--- config.mk ---
export PLATFORM = sky130hd
export DESIGN_NAME = alu_issue_ctrl
export DESIGN_NICKNAME = d
export VERILOG_FILES = /design/src/rtl/alu_issue_ctrl.sv
export SDC_FILE = /design/constraint.sdc
export NUM_CORES = 1
export LEC_CHECK = 0
export CAP_MARGIN = 20
export CORE_AREA = 2 2 110 112
export CTS_CLUSTER_DIAMETER = 60
export DETAILED_ROUTE_END_ITERATION = 8
export DIE_AREA = 0 0 112 114
export DONT_BUFFER_PORTS = 1
export GPL_TIMING_DRIVEN = 0
export HOLD_SLACK_MARGIN = 0.12
export PLACE_DENSITY = 0.7
export SLEW_MARGIN = 15
export SYNTH_ARGS = -nofsm -noshare
export SYNTH_HDL_FRONTEND = slang
export SYNTH_SLANG_ARGS = --single-unit
--- constraint.sdc ---
create_clock -name clk -period 2.5 [get_ports clk]
set_input_delay 0.125 -clock clk [delete_from_list [all_inputs] [get_ports clk]]
set_output_delay 0.125 -clock clk [all_outputs]
set_load 0.01 [all_outputs]
--- src/rtl/alu_issue_ctrl.sv ---
`default_nettype none
// ----------------------------------------------------------------------------
// alu_issue_ctrl : issues one op to a combinational ALU, waits its settle time,
//                  returns the captured {ZHI,ZLO} on a valid/ready channel.
// Revision: 1.0
// ----------------------------------------------------------------------------
module alu_issue_ctrl #(
  parameter int BITS       = 32,
  parameter int SIG_COUNT  = 13,
  parameter int BASIC_LAT  = 1,
  parameter int MULDIV_LAT = 4
) (
  input  logic                   clk,
  input  logic                   clr,
  input  logic                   req_valid,
  output logic                   req_ready,
  input  logic [3:0]             req_op,
  input  logic [BITS-1:0]        req_x,
  input  logic [BITS-1:0]        req_y,
  output logic [SIG_COUNT-1:0]   alu_ctrl,
  output logic [BITS-1:0]        alu_x,
  output logic [BITS-1:0]        alu_y,
  input  logic [2*BITS-1:0]      alu_result,
  output logic                   rsp_valid,
  input  logic                   rsp_ready,
  output logic [BITS-1:0]        z_hi,
  output logic [BITS-1:0]        z_lo,
  output logic [3:0]             rsp_op,
  output logic                   err_illegal,
  output logic                   err_div0
);

  localparam logic [1:0] ST_IDLE = 2'd0;
  localparam logic [1:0] ST_EXEC = 2'd1;
  localparam logic [1:0] ST_RESP = 2'd2;

  localparam logic [3:0] OP_MUL = 4'd2;
  localparam logic [3:0] OP_DIV = 4'd3;
  localparam logic [3:0] OP_MAX = 4'(SIG_COUNT - 1);

  localparam int LAT_MAX = (MULDIV_LAT > BASIC_LAT) ? MULDIV_LAT : BASIC_LAT;
  localparam int CNT_W   = (LAT_MAX > 1) ? $clog2(LAT_MAX) : 1;

  localparam logic [CNT_W-1:0] BASIC_CNT  = CNT_W'(BASIC_LAT - 1);
  localparam logic [CNT_W-1:0] MULDIV_CNT = CNT_W'(MULDIV_LAT - 1);
  localparam logic [CNT_W-1:0] CNT_ONE    = CNT_W'(1);
  localparam logic [SIG_COUNT-1:0] CTRL_ONE = SIG_COUNT'(1);

  logic [1:0]           state_q, state_d;
  logic [3:0]           op_q, op_d;
  logic [CNT_W-1:0]     cnt_q, cnt_d;
  logic [SIG_COUNT-1:0] alu_ctrl_q, alu_ctrl_d;
  logic [BITS-1:0]      alu_x_q, alu_x_d;
  logic [BITS-1:0]      alu_y_q, alu_y_d;
  logic [BITS-1:0]      z_hi_q, z_hi_d;
  logic [BITS-1:0]      z_lo_q, z_lo_d;
  logic [3:0]           rsp_op_q, rsp_op_d;
  logic                 err_ill_q, err_ill_d;
  logic                 err_div0_q, err_div0_d;

  logic                 w_accept;
  logic                 w_illegal;
  logic                 w_div0;
  logic [CNT_W-1:0]     w_lat_cnt;

  assign req_ready = (state_q == ST_IDLE) | ((state_q == ST_RESP) & rsp_ready);
  assign w_accept  = req_valid & req_ready;
  assign w_illegal = (req_op > OP_MAX);
  assign w_div0    = (req_op == OP_DIV) && (req_y == '0);
  assign w_lat_cnt = ((req_op == OP_MUL) || (req_op == OP_DIV)) ? MULDIV_CNT : BASIC_CNT;

  always_comb begin
    state_d    = state_q;
    op_d       = op_q;
    cnt_d      = cnt_q;
    alu_ctrl_d = alu_ctrl_q;
    alu_x_d    = alu_x_q;
    alu_y_d    = alu_y_q;
    z_hi_d     = z_hi_q;
    z_lo_d     = z_lo_q;
    rsp_op_d   = rsp_op_q;
    err_ill_d  = err_ill_q;
    err_div0_d = err_div0_q;

    case (state_q)
      ST_EXEC: begin
        if (cnt_q == '0) begin
          {z_hi_d, z_lo_d} = alu_result;
          rsp_op_d   = op_q;
          alu_ctrl_d = '0;
          state_d    = ST_RESP;
        end else begin
          cnt_d = cnt_q - CNT_ONE;
        end
      end
      ST_RESP: begin
        if (rsp_ready) begin
          state_d = ST_IDLE;
        end
      end
      ST_IDLE: ;
      default: state_d = ST_IDLE;
    endcase

    // Accept only happens in IDLE/RESP, so it overrides the consume-to-IDLE move above.
    if (w_accept) begin
      if (w_illegal || w_div0) begin
        z_hi_d     = '0;
        z_lo_d     = '0;
        err_ill_d  = w_illegal;
        err_div0_d = w_div0;
        rsp_op_d   = req_op;
        alu_ctrl_d = '0;
        state_d    = ST_RESP;
      end else begin
        op_d       = req_op;
        alu_ctrl_d = CTRL_ONE << req_op;
        alu_x_d    = req_x;
        alu_y_d    = req_y;
        cnt_d      = w_lat_cnt;
        err_ill_d  = 1'b0;
        err_div0_d = 1'b0;
        state_d    = ST_EXEC;
      end
    end
  end

  always_ff @(posedge clk) begin
    if (clr) begin
      state_q    <= ST_IDLE;
      op_q       <= '0;
      cnt_q      <= '0;
      alu_ctrl_q <= '0;
      alu_x_q    <= '0;
      alu_y_q    <= '0;
      z_hi_q     <= '0;
      z_lo_q     <= '0;
      rsp_op_q   <= '0;
      err_ill_q  <= 1'b0;
      err_div0_q <= 1'b0;
    end else begin
      state_q    <= state_d;
      op_q       <= op_d;
      cnt_q      <= cnt_d;
      alu_ctrl_q <= alu_ctrl_d;
      alu_x_q    <= alu_x_d;
      alu_y_q    <= alu_y_d;
      z_hi_q     <= z_hi_d;
      z_lo_q     <= z_lo_d;
      rsp_op_q   <= rsp_op_d;
      err_ill_q  <= err_ill_d;
      err_div0_q <= err_div0_d;
    end
  end

  assign alu_ctrl    = alu_ctrl_q;
  assign alu_x       = alu_x_q;
  assign alu_y       = alu_y_q;
  assign rsp_valid   = (state_q == ST_RESP);
  assign z_hi        = z_hi_q;
  assign z_lo        = z_lo_q;
  assign rsp_op      = rsp_op_q;
  assign err_illegal = err_ill_q;
  assign err_div0    = err_div0_q;

endmodule
`default_nettype wire
==> qor.csv, run 1 <==
stage,metric,value,unit
yosys,"flops & latches, synth",155,
yosys,most frequent cell after synthesis,dfxtp_1,
place,Placement Setup Slack,0.340,ns
yosys,Most used DFF post-synth,dfxtp_1,
global_routing,initial antenna violation count,0,
clock_tree,CTS tree,yes,
worst_hold_path,worst min-delay path category,input port to register,
drt,DRT iter0 DRCs,284,
clock_tree,htree depth,4,
drt,ANT nets after route,0,
global_routing,global-route wire length before repair,29300,um
yosys,asr flop ratio synth,0,%
worst_hold_path,worst hold stages,4,
sta,Pins Over Slew Limit,0,
global_routing,total grt overflow,0,
clock_tree,CTS max path bufs,2,
setup_path,Critical Path Source Type,register,
sta,RSZ-0062 raised after global routing,no,
yosys,register area share after synthesis,48.8,%
floorplanning,I/O pins,285,
power,VDD IR max,0.520,mV
yosys,area share of the largest cell type after synthesis,48.8,%
final_layout,antenna cells,0,
place,DP HPWL,11900,um
setup_path,worst reg2reg path depth,7,
floorplanning,Die X,112,um
yosys,library cells used by synthesis,36,
yosys,synthesized area,6360,um2
drt,vias,5147,
setup_path,Critical Path AT,2.66,ns
sta,min cycle time layout,2.29,ns
final_layout,Final #Nets,913,
sta,Final WS setup,0.210,ns
clock_tree,Num Clock Sinks,155,
status,status,completed,
clock_tree,Root Buffer,clkbuf_16,
setup_path,CP Data Required Time,2.87,ns
clock_tree,Clock Pin Slew Worst Setup and Hold Paths,0.06,ns
setup_path,largest fanout on the critical path,10,
sta,Achievable Freq,0.437,GHz
place,global placement routability congestion,0.848,
sta,final setup violation count,0,
power,power per standard cell area,732,nW/um2
place,Port-buffer cells,0,
global_routing,Total GRT Usage,29.4,%
sta,final period utilization,91.6,%
setup_path,endpoint class of the critical path,register,
flow_run,Max-Cap Viols,0,
power,leakage power,3.28,nW
final_layout,Fillers,803,
drt,DRT Pass-1 Iters,4,
global_routing,largest net degree at the start of global routing,17,
yosys,cell taking the most area after synthesis,dfxtp_1,
clock_tree,CTS buffer count,17,
drt,vias per cell,5.49,
yosys,YS warnings,0,
yosys,Mapped Cells,621,
yosys,"Net Count, Synth",757,
sta,Fin Setup TNS,0,ns
floorplanning,total die area,12800,um2
drt,WL final,19000,um
sta,Least-Margin Pin Slew,0.731,ns
floorplanning,Core Area,11700,um2
floorplanning,DIE HEIGHT,114,um
drt,WL per Instance,20.2,um
yosys,synth top area cells,"dfxtp_1 (49%), mux2i_1 (21%), nand2b_1 (14%)",
global_routing,vias in the first global route,5502,
clock_tree,"Clk Latency, worst-skew pair",0.42,ns
drt,drt drc,0,
floorplanning,row count,40,
yosys,Mapped Avg Cell Area,10.2,um2
floorplanning,Initial Util,54.3,%
sta,WHS,0.137,ns
sta,"Hold Vio Cnt, Final",0,
final_layout,layout cells sized above 1,7.22,%
setup_path,CP Class,register to register,
sta,max_slew headroom,51.3,%
final_layout,Area growth syn-to-layout,34.3,%
yosys,Post-synth EDFFs,0,
yosys,"top cells by count, synth","dfxtp_1 (155), nand2b_1 (138), mux2i_1 (135), nor2_1 (76), clkbuf_1 (21)",
sta,skew final,0.00971,ns
state kept, by name (all words and copies together), names as in the netlist:
register     flops
alu_ctrl        13
alu_x           32
alu_y           32
cnt_q            2
err_div0         1
err_illegal      1
op_q             4
rsp_op           4
state_q          2
z_hi            32
z_lo            32
what timing repair did:
item / 4_1_cts / 5_1_grt
hold buffers: 137 / 0
buffers inserted: 0 / 0
gates resized for setup: 0 / 1
hold endpoints to repair: 153 / 0
endpoints found under the setup margin: 0 / 1
worst paths after layout:
kind | slack, ns | startpoint | to
worst max-delay path | 0.21 | state_q[0]$_SDFFE_PP0P_ | alu_ctrl[7]$_SDFFE_PP0P_
worst min register to register | 0.47 | op_q[2]$_SDFFE_PP0P_ | op_q[2]$_SDFFE_PP0P_
worst min-delay path | 0.14 | req_op[3] | rsp_op[0]$_SDFF_PP0_
worst max register to register | 0.21 | state_q[0]$_SDFFE_PP0P_ | alu_ctrl[7]$_SDFFE_PP0P_
power breakdown:
part	internal (mW)	total (mW)	switching (mW)	leakage [nW]
registers	2.61	2.79	0.180	1.26
clock network	1.68	2.73	1.05	0.306
logic	0.387	0.725	0.338	1.71
final cells by class:
| cell class | instances | area (um2) | share of cell area (%) |
|---|---|---|---|
| repair buffers | 137 | 1370 | 16.1 |
| multi-input cells | 424 | 3010 | 35.2 |
| well taps | 147 | 184 | 2.15 |
| clock inverters | 13 | 191 | 2.24 |
| clock buffers | 19 | 433 | 5.07 |
| flip-flops and latches | 155 | 3100 | 36.3 |
| plain buffers | 42 | 246 | 2.89 |
per-stage QoR:
step / utilization, % / area [um2] / std cells / total power, mW
3_3_place_gp: 55.8 / 6540 / 768 / 3.33
6_report: 72.9 / 8540 / 937 / 6.25
2_1_floorplan: - / 6360 / 621 / 3.22
4_1_cts: 72.9 / 8540 / 937 / 6.25
5_1_grt: 72.9 / 8540 / 937 / 6.44
3_5_place_dp: 55.8 / 6540 / 768 / 3.36
kinds of logic after synthesis:
logic type,after synthesis,synth area share [%]
buf+inv,42,3.86
compound gates,31,3.37
mux,135,21.3
flops,155,48.8
simple gates,258,22.7
layout by cell type, fill, tap and decap left out, types with 2 or more instances in the layout:
cell type / instances
nand2b_1: 138
mux2i_1: 135
nor4_1: 6
dfxtp_1: 155
and4_1: 3
inv_6: 2
or4_1: 3
a21oi_1: 10
clkinv_2: 2
nand3_1: 4
nand2_1: 8
buf_6: 10
buf_2: 10
nor2_1: 76
nor2b_1: 4
clkbuf_1: 23
nor3_2: 2
or2_1: 2
dlygate4sd3_1: 137
bufinv_16: 4
o21ai_0: 3
clkbuf_16: 17
o2bb2ai_1: 12
clkinv_4: 5
or3_1: 2
metal layers:
metal / vias to the layer above / part of all wire (%) / track usage, %
met2: 246 / 51 / 52.2
met4: 0 / 3.4 / 13.3
met5: - / 0 / 0
li1: 2410 / - / -
met3: 53 / 8.3 / 11.1
met1: 2438 / 37 / 31.1
worst max-delay path, stage by stage (launching register included):
cell	delay, ns
dfxtp_1	0.44
nor2b_1	0.11
a21oi_1	0.18
a2bb2oi_1	0.31
nor2b_1	0.24
clkbuf_2	0.26
o2bb2ai_1	0.14
dlygate4sd3_1	0.55
Note: power is estimated with default switching activity, not from simulation.
==> run 2, diff against run 1 <==
Settings changed: ABC_AREA from default to 1, CORE_AREA 2 2 110 112 to 2 2 109 111, DIE_AREA 0 0 112 114 to 0 0 111 113, PLACE_DENSITY 0.7 to 0.66.
==> qor.csv, run 2 <==
stage,metric,value,unit,change
global_routing,largest net degree at the start of global routing,17,,unchanged
final_layout,Util after Layout,69.8,%,-3.1 points
drt,vias per cell,5.42,,-1.3%
sta,Fin Setup TNS,0,ns,unchanged
clock_tree,Num Clock Sinks,155,,unchanged
sta,Least-Margin Pin Slew,0.586,ns,-0.145 ns
clock_tree,post_cts resized,0,,unchanged
yosys,synth top area cells,"dfxtp_1 (54%), mux2i_1 (11%), nand2_1 (11%)",,
worst_hold_path,worst min-delay path category,input port to register,,
yosys,register area share after synthesis,53.6,%,+4.8 points
power,total chip power,5.91,mW,-5.4%
global_routing,Total GRT Usage,28.1,%,-1.3 points
power,VDD IR max,0.624,mV,+20%
setup_path,Critical Path Source Type,register,,
final_layout,antenna cells,0,,unchanged
floorplanning,Initial Util,51.3,%,-3.0 points
floorplanning,I/O pins,285,,unchanged
yosys,cell taking the most area after synthesis,dfxtp_1,,
floorplanning,DIE HEIGHT,113,um,-0.88%
clock_tree,CTS tree,yes,,
sta,min cycle time layout,1.86,ns,-0.425 ns
clock_tree,Post-CTS Hold Fix Bufs,134,,-2.2%
setup_path,CP Data Required Time,2.79,ns,-0.08 ns
yosys,Mapped Cells,668,,+7.6%
power,Pint,4.46,mW,-4.8%
setup_path,Worst path max stage delay,0.34,ns,-0.21 ns
setup_path,largest fanout on the critical path,10,,unchanged
final_layout,Final #Nets,957,,+4.8%
clock_tree,"Clk Latency, worst-skew pair",0.41,ns,about the same
drt,DRT Pass-1 Iters,5,,+1
yosys,most frequent cell after synthesis,nand2_1,,
setup_path,CP most frequent cell,inv_2,,
final_layout,"commonest cells after routing, fill and taps aside","nand2_1 (164), dfxtp_1 (155), dlygate4sd3_1 (134), nor2_1 (92), a21oi_1 (88)",,
sta,max_slew headroom,60.9,%,+9.7 points
drt,ANT nets after route,0,,unchanged
global_routing,total grt overflow,0,,unchanged
setup_path,slowest CP cell,dfxtp_1,,
yosys,xor and xnor area share after synthesis,0,%,unchanged
power,combinational share of power,11.5,%,about the same
yosys,asr flop ratio synth,0,%,unchanged
drt,met2 wire len,8960,um,-7.2%
yosys,Most used DFF post-synth,dfxtp_1,,
final_layout,layout cells sized above 1,9.63,%,+2.4 points
yosys,post-synthesis compound-gate area fraction,8.28,%,+4.9 points
drt,highest metal used,met4,,
place,DP HPWL,11500,um,-3.4%
floorplanning,Core Area,11300,um2,-3.7%
flow_run,Max-Cap Viols,0,,unchanged
setup_path,endpoint class of the critical path,register,,
yosys,synthesized area,5780,um2,-9.0%
yosys,multiplexer share of the synthesized area,11.9,%,-9.4 points
final_layout,Area growth syn-to-layout,36.0,%,
sta,Achievable Freq,0.536,GHz,+23%
place,Port-buffer cells,0,,unchanged
yosys,"top cells by count, synth","nand2_1 (164), dfxtp_1 (155), nor2_1 (92), a21oi_1 (88), mux2i_1 (64)",,
clock_tree,Post-CTS Setup Bufs,0,,unchanged
place,dpl cells,811,,+5.6%
global_routing,initial antenna violation count,0,,unchanged
status,status,completed,,
drt,met1 wire length,6570,um,-7.0%
power,Switch Pwr,1.46,mW,-7.3%
final_layout,fin cells,974,,+3.9%
power,Clock power frac,41.6,%,-2.1 points
sta,skew final,0.00642,ns,-0.00329 ns
drt,vias,5280,,+2.6%
yosys,largest family of logic cells by synthesized area,simple AND/OR/NAND/NOR gates,,
yosys,adder-cell share of the synthesized area,0,%,unchanged
drt,WL per Instance,18.5,um,-8.7%
power,leakage power,3.43,nW,+4.5%
sta,final setup violation count,0,,unchanged
clock_tree,Clock Pin Slew Worst Setup and Hold Paths,0.06,ns,about the same
yosys,Post-synth EDFFs,0,,unchanged
final_layout,"commonest non-fill, non-tap cell in the layout",nand2_1,,
clock_tree,htree depth,4,,unchanged
yosys,"Net Count, Synth",804,,+6.2%
clock_tree,CTS buffer count,17,,unchanged
power,power per standard cell area,751,nW/um2,+2.6%
sta,Pins Over Slew Limit,0,,unchanged
setup_path,crit-path cells,inv_2 -> nor2_1 -> nor2_2 -> nand2_2 -> inv_2 -> nand3_1 -> nand2_2 -> inv_2 -> nand2_4 -> buf_6 -> nor2_1,,
global_routing,vias in the first global route,5459,,-0.78%
setup_path,Critical Path AT,2.15,ns,-0.51 ns
floorplanning,row count,39,,-2.5%
drt,metal3 WL,1780,um,+13%
clock_tree,Root Buffer,clkbuf_16,,
yosys,"flops & latches, synth",155,,unchanged
yosys,Synth Area in Simple Gates,20.5,%,-2.2 points
floorplanning,total die area,12500,um2,-1.8%
sta,RSZ-0062 raised after global routing,no,,
yosys,Mapped Avg Cell Area,8.66,um2,-15%
yosys,YS warnings,0,,unchanged
setup_path,CP Class,register to register,,
floorplanning,Die X,111,um,-0.89%
yosys,library cells used by synthesis,24,,-33%
drt,WL final,18000,um,-5.1%
power,switch share,24.6,%,-0.49 points
drt,DRT iter0 DRCs,344,,+21%
power,Sequential Power Share,46.9,%,+2.2 points
place,global placement routability congestion,0.841,,-0.86%
sta,"Hold Vio Cnt, Final",0,,unchanged
sta,final period utilization,74.6,%,-17 points
clock_tree,CTS max path bufs,2,,unchanged
yosys,area share of the largest cell type after synthesis,53.6,%,+4.8 points
global_routing,global-route wire length before repair,27800,um,-4.9%
drt,drt drc,0,,unchanged
[run 2: routing by layer]
layer	track usage [%]	up-vias
li1	-	2489
met5	0	-
met4	14.9	0
met1	28.5	2449
met2	49.9	281
met3	11.3	61
[run 2: kinds of logic (layout without fill, tap and decap cells)]
group / after synthesis / after routing
compound gates: 95 / 95
buf+inv: 60 / 223
flops: 155 / 155
mux: 68 / 68
simple gates: 290 / 290
[run 2: per-stage QoR]
stage | worst slack (ns) | hold slack, ns | instance area [um2]
after floorplan | 0.999 | 0.260 | 5780
after global placement | 0.693 | 0.272 | 5960
after detailed placement | 0.652 | 0.271 | 5960
after CTS | 0.640 | 0.145 | 7870
after global routing | 0.499 | 0.222 | 7870
final | 0.635 | 0.172 | 7870
[run 2: worst paths after layout]
path | from | cells after the start | to | slack (ns)
min reg2reg | op_q[1]$_SDFFE_PP0P_ | 2 | op_q[1]$_SDFFE_PP0P_ | 0.47
max reg2reg | state_q[1]$_SDFFE_PP0P_ | 11 | z_hi[17]$_SDFF_PP0_ | 0.64
min | req_y[10] | 5 | err_div0$_SDFFE_PP0N_ | 0.17
max | state_q[1]$_SDFFE_PP0P_ | 11 | z_hi[17]$_SDFF_PP0_ | 0.64
[run 2: area by class of cell]
class,count,area [um2]
Buffer,41,258
Clock buffer,20,467
Clock inverter,9,97.6
Fill cell,782,3400
Inverter,19,71.3
Multi-Input combinational cell,453,2350
Sequential cell,155,3100
Tap cell,143,179
Timing Repair Buffer,134,1340
[run 2: power groups by stage]
stage          logic (mW)  clock network (mW)  registers [mW]
4_1_cts             0.659                2.48            2.77
2_1_floorplan       0.394                   0            2.78
6_report            0.681                2.46            2.77
3_3_place_gp        0.464                   0            2.82
5_1_grt             0.744                2.59            2.78
3_5_place_dp        0.483                   0            2.82
[run 2: worst max-delay path: cells and delay by family, from the launching register on]
kind	cells	cell delay [ns]
AND/OR/NAND/NOR	7	0.92
flip-flops	1	0.34
buffers and inverters	4	0.47
